===== src/rtl/kernel_host_pkg.sv =====
// Shared types for the kernel host: FSM states and the queued job record.
package kernel_host_pkg;
  localparam int N_W = 6;
  localparam int D_W = 32;

  typedef enum logic [1:0] {IDLE, LAUNCH, WAIT, RESP} host_state_t;

  typedef struct packed {
    logic [N_W-1:0] n;
    logic [D_W-1:0] a;
    logic [D_W-1:0] b;
  } job_t;
endpackage


===== src/rtl/job_fifo.sv =====
// Pointer-plus-count job FIFO; a full FIFO refuses a push even while popping.
module job_fifo
  import kernel_host_pkg::*;
#(
  parameter int DEPTH = 4
) (
  input  logic clk,
  input  logic rst,
  input  logic push,
  input  logic pop,
  input  job_t din,
  output logic full,
  output logic empty,
  output job_t head
);
  localparam int AW = $clog2(DEPTH);

  job_t          mem [DEPTH];
  logic [AW-1:0] wp, rp;
  logic [AW:0]   cnt;
  logic          do_push, do_pop;

  assign full    = (cnt == (AW+1)'(DEPTH));
  assign empty   = (cnt == '0);
  assign do_push = push && !full;
  assign do_pop  = pop && !empty;
  assign head    = mem[rp];

  always_ff @(posedge clk or posedge rst) begin
    if (rst) begin
      wp  <= '0;
      rp  <= '0;
      cnt <= '0;
    end else begin
      if (do_push) wp <= wp + 1'b1;
      if (do_pop)  rp <= rp + 1'b1;
      cnt <= cnt + {{AW{1'b0}}, do_push} - {{AW{1'b0}}, do_pop};
    end
  end

  // Storage needs no reset: the count alone defines which entries are live.
  always_ff @(posedge clk) begin
    if (do_push) mem[wp] <= din;
  end
endmodule


===== src/rtl/kernel_host.sv =====
// Queues argument jobs, launches them one at a time on a start/done kernel,
// and returns each result (or timeout) on a valid/ready response stream.
module kernel_host
  import kernel_host_pkg::*;
#(
  parameter int N_WIDTH    = 6,
  parameter int DATA_WIDTH = 32,
  parameter int DEPTH      = 4,
  parameter int TIMEOUT    = 1024
) (
  input  logic                  clk,
  input  logic                  rst,
  input  logic                  req_valid,
  output logic                  req_ready,
  input  logic [N_WIDTH-1:0]    req_n,
  input  logic [DATA_WIDTH-1:0] req_a,
  input  logic [DATA_WIDTH-1:0] req_b,
  output logic                  resp_valid,
  input  logic                  resp_ready,
  output logic [DATA_WIDTH-1:0] resp_result,
  output logic                  resp_timeout,
  output logic                  k_r_enable,
  output logic [N_WIDTH-1:0]    k_init_n,
  output logic [DATA_WIDTH-1:0] k_init_a,
  output logic [DATA_WIDTH-1:0] k_init_b,
  input  logic                  k_w_enable,
  input  logic [DATA_WIDTH-1:0] k_result,
  output logic                  busy,
  output logic [15:0]           jobs_done
);
  localparam int CW = $clog2(TIMEOUT);

  host_state_t   state, state_nx;
  logic [CW-1:0] tcnt;
  logic          full, empty, pop;
  logic          done_ok, tmo;
  job_t          din, head;

  assign din       = {req_n, req_a, req_b};
  assign req_ready = !full;

  job_fifo #(.DEPTH(DEPTH)) u_fifo (
    .clk   (clk),
    .rst   (rst),
    .push  (req_valid && req_ready),
    .pop   (pop),
    .din   (din),
    .full  (full),
    .empty (empty),
    .head  (head)
  );

  // tcnt==0 marks the first WAIT cycle, where done may still be stale.
  assign done_ok = (tcnt != '0) && k_w_enable;
  assign tmo     = (tcnt == CW'(TIMEOUT-1));

  assign k_r_enable = (state == LAUNCH);
  assign resp_valid = (state == RESP);
  assign busy       = (state != IDLE);

  always_comb begin
    state_nx = state;
    pop      = 1'b0;
    case (state)
      IDLE:   if (!empty) begin
                pop      = 1'b1;
                state_nx = LAUNCH;
              end
      LAUNCH: state_nx = WAIT;
      WAIT:   if (done_ok || tmo) state_nx = RESP;
      RESP:   if (resp_ready) state_nx = IDLE;
      default: state_nx = IDLE;
    endcase
  end

  always_ff @(posedge clk or posedge rst) begin
    if (rst) state <= IDLE;
    else     state <= state_nx;
  end

  always_ff @(posedge clk or posedge rst) begin
    if (rst) begin
      k_init_n     <= '0;
      k_init_a     <= '0;
      k_init_b     <= '0;
      tcnt         <= '0;
      resp_result  <= '0;
      resp_timeout <= 1'b0;
      jobs_done    <= '0;
    end else begin
      if (pop) begin
        k_init_n <= head.n;
        k_init_a <= head.a;
        k_init_b <= head.b;
      end
      if (state == LAUNCH)    tcnt <= '0;
      else if (state == WAIT) tcnt <= tcnt + 1'b1;
      // Completion takes priority over a timeout landing in the same cycle.
      if (state == WAIT) begin
        if (done_ok) begin
          resp_result  <= k_result;
          resp_timeout <= 1'b0;
        end else if (tmo) begin
          resp_result  <= '0;
          resp_timeout <= 1'b1;
        end
      end
      if (resp_valid && resp_ready) jobs_done <= jobs_done + 1'b1;
    end
  end
endmodule


===== config.mk =====
export PLATFORM = sky130hd
export DESIGN_NAME = kernel_host
export DESIGN_NICKNAME = d
export VERILOG_FILES = /design/src/rtl/kernel_host_pkg.sv /design/src/rtl/job_fifo.sv /design/src/rtl/kernel_host.sv
export SDC_FILE = /design/constraint.sdc
export NUM_CORES = 1
export LEC_CHECK = 0
export ABC_AREA = 1
export BUFFER_PORTS_ARGS = -buffer_cell sky130_fd_sc_hd__buf_2
export CORE_AREA = 2 2 146 291
export DETAILED_ROUTE_END_ITERATION = 7
export DIE_AREA = 0 0 148 293
export HOLD_SLACK_MARGIN = 0.02
export PLACE_DENSITY = 0.69
export SKIP_CTS_REPAIR_TIMING = 1
export SLEW_MARGIN = 20
export SYNTH_ARGS = -nofsm -noshare
export SYNTH_HDL_FRONTEND = slang
export SYNTH_SLANG_ARGS = --single-unit

===== constraint.sdc =====
create_clock -name clk -period 9.7 [get_ports clk]
set_input_delay 0.97 -clock clk [delete_from_list [all_inputs] [get_ports clk]]
set_output_delay 0.97 -clock clk [all_outputs]
set_load 0.02 [all_outputs]

==> out/metrics.csv <==
stage,metric,value,unit
sta,setup_viol,0,
synthesis,synth_top_area_cell,edfxtp_1,
detailed_routing,drtAntennaViolNets,0,
critical_path,setup.worst_path.end_class,register,
synthesis,async_flop_share,33.0,%
clocking,clk_pin_slew,70,ps
clocking,clk_latency,540,ps
clocking,cts_sinks,418,
global_routing,met3_usage,3.66,%
synthesis,synth_cell_types,36,
global_routing,antenna_found_initial,8,
clocking,cts_tree,yes,
critical_path,crit_arrival,3220,ps
clocking,ctsHtreeMaxLevel,2,
global_routing,grt_first_pass_wirelength,58100,um
power_and_ir_drop,power,0.00624,W
synthesis,synth_area,0.0163,mm2
sta,hold_violations,0,
critical_path,slowest_stage,dfrtp_4,
synthesis,ys.flop_type,edfxtp_1,
critical_path,critPathRequiredTime,10090,ps
critical_path,ff2ff_path_depth,4,
place,dp_hpwl,23400,um
die,die_area,0.0434,mm2
place,numPortBuffers,229,
critical_path,slowest_delay,1100,ps
place,place_congestion,0.825,
worst_hold_path,holdCritPathClass,register to register,
global_routing,grt_pass1_vias,10892,
global_routing,met2_usage,31.4,%
sta,worstMarginPinSlew,1080,ps
global_routing,grt_overflow,0,
die,die_h,293,um
synthesis,synth_seq_cells,418,
global_routing,met1_usage,18.8,%
synthesis,yosys-top-cells-area,"edfxtp_1, dfrtp_1, nor2_1",
sta,tns,0,ps
critical_path,cp-start-kind,register,
detailed_routing,first_pass_iters,5,
die,io_pins,230,
die,start_util,39.8,%
detailed_routing,vias,10750,
global_routing,grt_usage,17.1,%
power_and_ir_drop,p_leak,7.53,nW
worst_hold_path,holdPathStages,2,
clocking,cts_buffer_depth,3,
sta,max_freq,354,MHz
synthesis,avgSynthCellArea,12.0,um2
sta,slew_viol_final,0,
synthesis,synth_top_area_share,51.5,%
critical_path,crit_chain,"inv_4, buf_4, o21ai_0, a31oi_1",
sta,final.min_clock_period,2830,ps
synthesis,synth_edf_count,280,
power_and_ir_drop,power.density,328,mW/mm2
sta,relSlewSlack,27.9,%
die,core_area,0.0410,mm2
synthesis,postSynthCellCount,1360,
detailed_routing,drt_wl_total,37800,um
critical_path,critPathMaxFanout,90,
detailed_routing,first_iter_violations,609,
cells_and_area,drive_above_1_share,20.4,%
critical_path,crit_type,register to register,
sta,fin_crit_sh,29.1,%
synthesis,ys_warn_count,0,
die,die_w,148,um
cells_and_area,layout.nets,1687,
status,outcome,completed,
detailed_routing,drc_errors,0,
detailed_routing,drt-vias-per-instance,5.05,
die,rows,105,
sta,grt_setup_unrepaired,false,
clocking,numCtsBuffers,36,
sta,skew,16.0,ps
global_routing,grt_max_degree,91,
cells_and_area,fillers,3720,
detailed_routing,wire_per_inst,17.7,um
global_routing,busiest_layer,met2,
clocking,cts_root_buffer,clkbuf_16,
job,cap_violations,0,
cells_and_area,area_growth,16.6,%
synthesis,syn_nets,1482,
power_and_ir_drop,max-vdd-ir-drop,0.170,mV
synthesis,ys_seq_area_share,72.7,%
-- cell type report --
type	count	area, um2	share of cell area [%]
Inverter	47	186	0.980
Antenna cell	3	7.51	0.0395
Clock buffer	46	968	5.09
Multi-Input combinational cell	824	3880	20.4
Sequential cell	418	11900	62.4
Timing Repair Buffer	238	1210	6.38
Clock inverter	19	236	1.24
Tap cell	535	669	3.52
-- metrics by stage --
step | setup slack (ps) | std cells | hold WS [ps] | utilization (%) | area [um2]
3_5_place_dp | 6600 | 2062 | 481 | 43.5 | 17800
3_3_place_gp | 6610 | 2062 | 475 | 43.5 | 17800
5_1_grt | 6690 | 2128 | 515 | 46.4 | 19000
4_1_cts | 6850 | 2127 | 495 | 46.4 | 19000
6_report | 6870 | 2130 | 491 | 46.4 | 19000
2_1_floorplan | 5030 | 1360 | 474 | - | 16300
-- metal layers --
metal  up-vias  part of all wire, %
met5         -                 0.16
met4        10                  3.9
met3        93                  5.9
met2       330                   52
met1      5239                   38
li1       5078                    -
-- synth_stat cells (8+ instances only) --
cell type / instances
a31oi_1: 70
buf_2: 31
buf_6: 12
clkbuf_2: 8
dfrtp_1: 138
edfxtp_1: 280
ha_1: 14
inv_1: 38
inv_2: 8
nand2_1: 125
nand3_1: 40
nor2_1: 376
o21ai_0: 105
o21ai_1: 42
xnor2_1: 9
-- cells in the final DEF, fill, tap and decap left out, types with 2 or more instances in the layout --
cell	count
edfxtp_1	280
diode_2	3
clkinv_2	5
clkbuf_1	7
xor2_1	7
nor3_1	5
nor2_4	6
nor2_1	372
ha_1	14
inv_2	7
buf_2	229
nand3_2	3
nand3b_1	2
a21oi_1	5
dfrtp_4	2
dfrtp_1	136
inv_6	3
clkbuf_16	36
buf_4	9
o22ai_1	2
clkbuf_8	3
nand4_1	2
nand2_2	3
clkinv_1	5
or2_2	2
o21ai_1	42
inv_4	2
nand2_1	125
o21ai_0	105
nor2_2	4
a31oi_1	70
nand3_1	40
inv_1	37
xnor2_1	9
bufinv_16	5
-- worst paths after layout --
| check | startpoint | to | slack [ps] |
|---|---|---|---|
| worst min-delay path | resp_result[30]$_DFFE_PP0P_ | resp_result[30]$_DFFE_PP0P_ | 490 |
| worst max-delay path | u_fifo.rp[0]$_DFFE_PP0P_ | k_init_a[28]$_DFFE_PP0P_ | 6870 |
| min in group asynchronous | rst | k_init_a[9]$_DFFE_PP0P_ | 610 |
| worst max register to register | u_fifo.rp[0]$_DFFE_PP0P_ | k_init_a[28]$_DFFE_PP0P_ | 6870 |
| max in group asynchronous | rst | k_init_b[26]$_DFFE_PP0P_ | 7760 |
| worst min register to register | resp_result[30]$_DFFE_PP0P_ | resp_result[30]$_DFFE_PP0P_ | 490 |
-- worst max-delay path, delay by kind of cell, from the launching register on --
family,cells,cell delay [ps]
buffers and inverters,2,990
AO/OA/AOI/OAI,2,560
flip-flops,1,1100
-- power breakdown --
| group | switching, W | internal [W] | total (W) |
|---|---|---|---|
| clock network | 0.000635 | 0.000846 | 0.00148 |
| logic | 0.00138 | 0.000632 | 0.00201 |
| registers | 0.000324 | 0.00242 | 0.00275 |
-- kinds of logic (layout without fill, tap and decap cells) --
kind of cell    after synthesis  in the layout  synth area share [%]
fa+ha+maj                    15             15                  1.20
flops                       418            418                  72.7
xor+xnor                     16             16                 0.859
compound gates              224            224                  7.42
other cells                   0              3                     0
buf+inv                     118            350                  3.74
mux                           1              1                0.0613
simple gates                568            568                  14.0
-- flip-flops by register name (all words and copies together) (netlist names) --
name / cells
resp_result: 32
state: 2
resp_timeout: 1
u_fifo.cnt: 3
k_init_n: 6
u_fifo.rp: 2
k_init_b: 32
tcnt: 10
k_init_a: 32
jobs_done: 16
u_fifo.mem: 280
u_fifo.wp: 2
Power figures use the tool's default switching activity.
